$ cat src/rtl/ps2_key_decoder.sv
// PS/2 keyboard receiver: synchronizes and filters the PS/2 clock, frames
// 11-bit serial words, and turns make-codes of hex keys 0-9/A-F into a
// 4-bit key value with a one-cycle valid strobe.
//
// state    | meaning
// ---------+------------------------------------------------------------
// S_IDLE   | waiting for a start bit (data=0 on a filtered falling edge)
// S_RECV   | shifting in the 8 data bits, LSB first
// S_PARITY | capturing the odd-parity bit
// S_STOP   | checking stop bit and parity, then handing the byte to decode
module ps2_key_decoder #(
  parameter int FILTER  = 8,
  parameter int TIMEOUT = 100000
) (
  input  logic       clk,
  input  logic       rst_n,
  input  logic       ps2_clk,
  input  logic       ps2_data,
  output logic [3:0] key_code,
  output logic       key_valid,
  output logic       frame_err
);

  localparam int FW = (FILTER  > 1) ? $clog2(FILTER + 1)  : 1;
  localparam int TW = (TIMEOUT > 1) ? $clog2(TIMEOUT + 1) : 1;

  typedef enum logic [1:0] {S_IDLE, S_RECV, S_PARITY, S_STOP} state_t;

  logic          clk_s1_q, clk_s2_q, dat_s1_q, dat_s2_q;
  logic [FW-1:0] filt_cnt_q, filt_cnt_d;
  logic          filt_clk_q, filt_clk_d;
  logic          fall_q;

  state_t        state_q, state_d;
  logic [2:0]    bit_cnt_q, bit_cnt_d;
  logic [7:0]    shift_q, shift_d;
  logic          par_q, par_d;
  logic [TW-1:0] tmo_q, tmo_d;
  logic          brk_q, brk_d, ext_q, ext_d;
  logic [3:0]    key_code_q, key_code_d;
  logic          key_valid_q, key_valid_d;
  logic          frame_err_q, frame_err_d;

  logic          tmo_hit, byte_ok, map_hit;
  logic [3:0]    map_val;

  // Filtered clock flips only after FILTER consecutive samples disagree with it.
  always_comb begin
    filt_cnt_d = '0;
    filt_clk_d = filt_clk_q;
    if (clk_s2_q != filt_clk_q) begin
      if (filt_cnt_q == FW'(FILTER - 1)) filt_clk_d = clk_s2_q;
      else                               filt_cnt_d = filt_cnt_q + 1'b1;
    end
  end

  // Synchronizers, glitch filter and registered falling-edge strobe.
  always_ff @(posedge clk) begin
    if (!rst_n) begin
      clk_s1_q   <= 1'b1;
      clk_s2_q   <= 1'b1;
      dat_s1_q   <= 1'b1;
      dat_s2_q   <= 1'b1;
      filt_cnt_q <= '0;
      filt_clk_q <= 1'b1;
      fall_q     <= 1'b0;
    end else begin
      clk_s1_q   <= ps2_clk;
      clk_s2_q   <= clk_s1_q;
      dat_s1_q   <= ps2_data;
      dat_s2_q   <= dat_s1_q;
      filt_cnt_q <= filt_cnt_d;
      filt_clk_q <= filt_clk_d;
      fall_q     <= filt_clk_q & ~filt_clk_d;
    end
  end

  // Make-code lookup for the sixteen hex keys.
  always_comb begin
    map_hit = 1'b1;
    map_val = 4'h0;
    case (shift_q)
      8'h45: map_val = 4'h0;
      8'h16: map_val = 4'h1;
      8'h1E: map_val = 4'h2;
      8'h26: map_val = 4'h3;
      8'h25: map_val = 4'h4;
      8'h2E: map_val = 4'h5;
      8'h36: map_val = 4'h6;
      8'h3D: map_val = 4'h7;
      8'h3E: map_val = 4'h8;
      8'h46: map_val = 4'h9;
      8'h1C: map_val = 4'hA;
      8'h32: map_val = 4'hB;
      8'h21: map_val = 4'hC;
      8'h23: map_val = 4'hD;
      8'h24: map_val = 4'hE;
      8'h2B: map_val = 4'hF;
      default: map_hit = 1'b0;
    endcase
  end

  // Frame FSM, timeout watchdog and break/extended decode.
  always_comb begin
    state_d     = state_q;
    bit_cnt_d   = bit_cnt_q;
    shift_d     = shift_q;
    par_d       = par_q;
    brk_d       = brk_q;
    ext_d       = ext_q;
    key_code_d  = key_code_q;
    key_valid_d = 1'b0;
    frame_err_d = 1'b0;
    byte_ok     = 1'b0;

    // tmo_q holds the number of cycles since the last fall, so the error
    // registers exactly TIMEOUT cycles after that fall.
    tmo_hit = (state_q != S_IDLE) && (tmo_q == TW'(TIMEOUT - 1));
    if (fall_q)                 tmo_d = TW'(1);
    else if (state_q == S_IDLE) tmo_d = '0;
    else                        tmo_d = tmo_q + 1'b1;

    if (tmo_hit) begin
      // A fall coinciding with the timeout is deliberately dropped.
      state_d     = S_IDLE;
      bit_cnt_d   = '0;
      tmo_d       = '0;
      frame_err_d = 1'b1;
    end else if (fall_q) begin
      case (state_q)
        S_IDLE: begin
          if (!dat_s2_q) begin
            state_d   = S_RECV;
            bit_cnt_d = '0;
          end
        end
        S_RECV: begin
          shift_d   = {dat_s2_q, shift_q[7:1]};
          bit_cnt_d = bit_cnt_q + 1'b1;
          if (bit_cnt_q == 3'd7) state_d = S_PARITY;
        end
        S_PARITY: begin
          par_d   = dat_s2_q;
          state_d = S_STOP;
        end
        S_STOP: begin
          state_d = S_IDLE;
          if (dat_s2_q && (^{shift_q, par_q})) byte_ok     = 1'b1;
          else                                 frame_err_d = 1'b1;
        end
        default: state_d = S_IDLE;
      endcase
    end

    if (byte_ok) begin
      if (shift_q == 8'hF0) begin
        brk_d = 1'b1;
      end else if (shift_q == 8'hE0) begin
        ext_d = 1'b1;
      end else if (brk_q || ext_q) begin
        brk_d = 1'b0;
        ext_d = 1'b0;
      end else if (map_hit) begin
        key_code_d  = map_val;
        key_valid_d = 1'b1;
      end
    end
  end

  // FSM, decode flags and registered outputs.
  always_ff @(posedge clk) begin
    if (!rst_n) begin
      state_q     <= S_IDLE;
      bit_cnt_q   <= '0;
      shift_q     <= '0;
      par_q       <= 1'b0;
      tmo_q       <= '0;
      brk_q       <= 1'b0;
      ext_q       <= 1'b0;
      key_code_q  <= 4'h0;
      key_valid_q <= 1'b0;
      frame_err_q <= 1'b0;
    end else begin
      state_q     <= state_d;
      bit_cnt_q   <= bit_cnt_d;
      shift_q     <= shift_d;
      par_q       <= par_d;
      tmo_q       <= tmo_d;
      brk_q       <= brk_d;
      ext_q       <= ext_d;
      key_code_q  <= key_code_d;
      key_valid_q <= key_valid_d;
      frame_err_q <= frame_err_d;
    end
  end

  assign key_code  = key_code_q;
  assign key_valid = key_valid_q;
  assign frame_err = frame_err_q;

endmodule

$ cat config.mk
export PLATFORM = sky130hd
export DESIGN_NAME = ps2_key_decoder
export DESIGN_NICKNAME = d
export VERILOG_FILES = /design/src/rtl/ps2_key_decoder.sv
export SDC_FILE = /design/constraint.sdc
export NUM_CORES = 1
export LEC_CHECK = 0
export ABC_AREA = 1
export BUFFER_PORTS_ARGS = -buffer_cell sky130_fd_sc_hd__buf_2
export CAP_MARGIN = 20
export CORE_MARGIN = 10
export CORE_UTILIZATION = 65
export DETAILED_ROUTE_END_ITERATION = 7
export HOLD_SLACK_MARGIN = 0.05
export PLACE_DENSITY = 0.83
export SETUP_SLACK_MARGIN = 0.15
export SYNTH_ARGS = -nofsm -noshare
export SYNTH_HDL_FRONTEND = slang
export SYNTH_SLANG_ARGS = --single-unit
$ cat constraint.sdc
create_clock -name clk -period 2.8 [get_ports clk]
set_clock_uncertainty 0.2 [all_clocks]
set_input_delay 0 -clock clk [delete_from_list [all_inputs] [get_ports clk]]
set_output_delay 0 -clock clk [all_outputs]
set_load 0.02 [all_outputs]
==> impl_metrics.csv <==
group,metric,value,unit
worst_setup_path,worstSetupStartpoint,"tmo_q[0]$_SDFF_PP0_",
cells_and_area,multi_input_gate_area,1340,sq um
worst_setup_path,regToRegSetupSlack,0.75,ns
power,finalPower,1.25,mW
worst_setup_path,critPathLaunchType,"flop",
timing,slew_violations,0,
worst_setup_path,critPathCaptureType,"flop",
timing,max_slew.worst_pin.slew,0.412,ns
cts,clock_path_buffers,2,
synth,postSynthRegisterBits,49,
route,route.layer.met1.wl,2300,um
cts,h-tree-depth,2,
synth,synth-async-reset-ratio,0,%
global_route,residual_overflow_from_global_routing,0,
cells_and_area,post_route_cells_drive_above_1_share,10.3,%
floorplan,die_width,82.4,um
worst_setup_path,crit_path_cell_trace,"ha_1, nand2_1, nor2_1, nand3b_1, nor2_1, nand3_1, nand3_1, nor2_8, nand3_2, nand2_1, inv_1, nor2_1",
power,clock_power_share,42.4,%
timing,tns,0,ns
worst_setup_path,crit_top_cell,"nor2_1",
timing,hold_violations,0,
cells_and_area,antenna_cells_inserted,0,
timing,post-route-min-period,2.05,ns
synth,synthCells,370,
global_route,global_route.usage.total,16.4,%
cells_and_area,layout.cells.most_common,"nand2_1",
run_status,run_status,"completed",
route,wl_met2,2470,um
route,wire_per_inst,11.8,um
floorplan,die-height,82.4,um
worst_setup_path,critical_path_arrival,2.06,ns
synth,mappedNetlistArea,2530,sq um
worst_setup_path,crit_end,"key_code[3]$_SDFFE_PN0P_",
timing,post-route-worst-setup-slack,0.753,ns
cts,cts.sinks,49,
place,dp_hpwl,3690,um
worst_setup_path,timing.critical_path.slowest_cell_delay,0.38,ns
cells_and_area,layout_common_cells,"nand2_1, nor2_1, inv_1, dfxtp_1, a21oi_1",
cts,postCtsResizedCells,0,
power,power.leakage,1.25,nW
worst_setup_path,critical_path.reg2reg.endpoint,"key_code[3]$_SDFFE_PN0P_",
floorplan,fp.dieArea,6790,sq um
floorplan,core.rowCount,22,
timing,setup_repair_after_global_routing_missed_its_margin,"no",
timing,final_min_period_over_clock_period,73.1,%
route,maxUsedRoutingLayer,"met4",
place,cell_area_after_placement,2630,sq um
worst_setup_path,ff2ff_path_depth,12,
floorplan,starting_utilization_of_the_core_area,68.1,%
place,gp_congestion,0.823,
synth,synth-seq-area-share,38.7,%
synth,synth_enable_flop_cells,0,
cts,clkSlewWorstSetupHoldPaths,0.09,ns
route,met3_wirelength,283,um
cells_and_area,postLayoutCoreUtil,74.8,%
route,dr.pass1.iters,7,
worst_setup_path,timing.critical_path.slowest_stage_cell,"dfxtp_1",
synth,synth.net_count,382,
cts,cts.root.buffer_cell,"clkbuf_8",
floorplan,io-pin-count,10,
timing,finalSetupViolations,0,
worst_setup_path,crit_path_max_fanout,9,
route,post-route-drc-count,0,
cells_and_area,post-route-cell-area,2780,sq um
place,dp_worst_setup_slack,0.752,ns
synth,yosys_most_used_dff,"dfxtp_1",
global_route,largest_net_degree_at_the_start_of_global_routing,20,
synth,netlist-cell-type-count,31,
global_route,number_of_antenna_violations_at_the_first_check_in_global_routing,0,
worst_setup_path,r2r_start,"tmo_q[0]$_SDFF_PP0_",
power,power.internal,0.999,mW
timing,max_freq,488,MHz
power,share_comb_of_total_power,1.7,%
cts,cts_hold_buffers,3,
synth,synthesis.area_per_instance,6.84,sq um
timing,max_slew_margin,72.3,%
floorplan,core_region_area,3720,sq um
synth,synth_warnings,0,
route,drtIter0Drc,116,
route,antenna_violating_nets_left,0,
route,viasPerCell,5.26,
global_route,grt_first_pass_wirelength,8930,um
flow_run,cap_viol_max_count,0,
worst_setup_path,timing.setup.critical_path_class,"reg2reg",
worst_setup_path,critical_path_required,2.81,ns
power,power_per_cell_area,451,nW/um^2
cts,tritoncts.num_buffers,5,
power,ir_worst_vdd,0.332,mV
cts,clock_latency_late_sink,0.31,ns
power,power.switching,0.256,mW
global_route,grt_pass1_vias,2116,
cells_and_area,regArea,981,sq um
cells_and_area,area_growth,9.78,%
place,port_buffers,9,
power,swShare,20.4,%
cells_and_area,final_nets,399,
cells_and_area,nFillCells,308,
worst_hold_path,hp-class,"in2reg",
route,route.vias.total,2293,
cts,postCtsSetupBuffers,0,
route,route.final.wire_length,5130,um
power,p_seq_share,55.9,%
cts,cts_tree,"built",
-- area by class of cell --
type,instances,share of cell area (%)
timing repair buffer,13,2.97
inverter,52,7.02
tap,48,2.16
clock buffer,6,2.97
multi-input combinational,266,48.2
clock inverter,2,1.35
sequential,49,35.3
-- power by group through the flow --
| stage | clock network [mW] | registers, mW | logic [mW] |
|---|---|---|---|
| after floorplan | 0 | 0.717 | 0.0129 |
| after global placement | 0 | 0.717 | 0.0172 |
| after detailed placement | 0 | 0.717 | 0.0179 |
| after CTS | 0.540 | 0.701 | 0.0211 |
| after global routing | 0.570 | 0.701 | 0.0246 |
| final | 0.532 | 0.701 | 0.0216 |
-- kinds of logic (layout without fill, tap and decap cells) --
| logic type | Yosys count | count (layout) | synth area share [%] |
|---|---|---|---|
| DFF | 49 | 49 | 38.7 |
| xor gates and xnor gates | 5 | 5 | 1.73 |
| AOI/OAI and AO/OA | 44 | 44 | 9.39 |
| and+or+nand+nor | 209 | 209 | 37.9 |
| adders and majority gates | 8 | 8 | 3.95 |
| buffers and inverters | 55 | 73 | 8.30 |
-- state kept, by name (all words and copies together), names as in the netlist, 2 cells and up --
name,flops
state_q,2
bit_cnt_q,3
filt_cnt_q,4
key_code,4
shift_q,8
tmo_q,17
-- through the flow --
stage | hold slack (ns) | instances
finish | 0.211 | 436
global route | 0.215 | 436
CTS | 0.206 | 436
detailed placement | -0.00805 | 425
global placement | -0.0150 | 425
floorplan | -0.0934 | 370
-- Yosys cell counts, types with 2 or more instances --
master | count | area (sq um)
nor2_2 | 3 | 18.8
nor2_4 | 2 | 22.5
clkbuf_1 | 2 | 7.51
inv_2 | 2 | 7.51
nand3_2 | 3 | 30.0
nand4_1 | 12 | 75.1
nand3_1 | 16 | 80.1
nand2_2 | 4 | 25.0
or2_2 | 4 | 25.0
nor2_1 | 55 | 206
xor2_1 | 2 | 17.5
nor3_1 | 8 | 40.0
a21oi_1 | 22 | 110
a22oi_1 | 2 | 15.0
ha_1 | 8 | 100
o21ai_0 | 15 | 75.1
dfxtp_1 | 49 | 981
nand2_1 | 93 | 349
inv_1 | 50 | 188
o21a_1 | 2 | 15.0
nor3_2 | 2 | 20.0
nand3b_1 | 2 | 15.0
xnor2_1 | 3 | 26.3
o211ai_1 | 2 | 15.0
-- worst max-delay path: cells and delay by family, from the launching register on --
family / cells / cell delay (ns)
buffers and inverters: 1 / 0.05
adders and majority gates: 1 / 0.18
and+or+nand+nor: 10 / 1.14
DFF: 1 / 0.38
-- per-layer routing --
layer | global-route usage, % | vias to the layer above
met5 | 0 | -
met4 | 5.61 | 0
met3 | 4.10 | 11
met2 | 28.6 | 58
met1 | 19.2 | 1014
li1 | - | 1210
-- how the worst min path moves through the flow --
stage / startpoint / endpoint / cells after the start
2_1_floorplan: ps2_clk / clk_s1_q$_SDFF_PN1_ / 1
3_3_place_gp: ps2_data / dat_s1_q$_SDFF_PN1_ / 2
3_5_place_dp: ps2_clk / clk_s1_q$_SDFF_PN1_ / 2
4_1_cts: ps2_clk / clk_s1_q$_SDFF_PN1_ / 3
5_1_grt: ps2_clk / clk_s1_q$_SDFF_PN1_ / 3
6_report: ps2_clk / clk_s1_q$_SDFF_PN1_ / 3
Note: power is estimated with default switching activity, not from simulation.
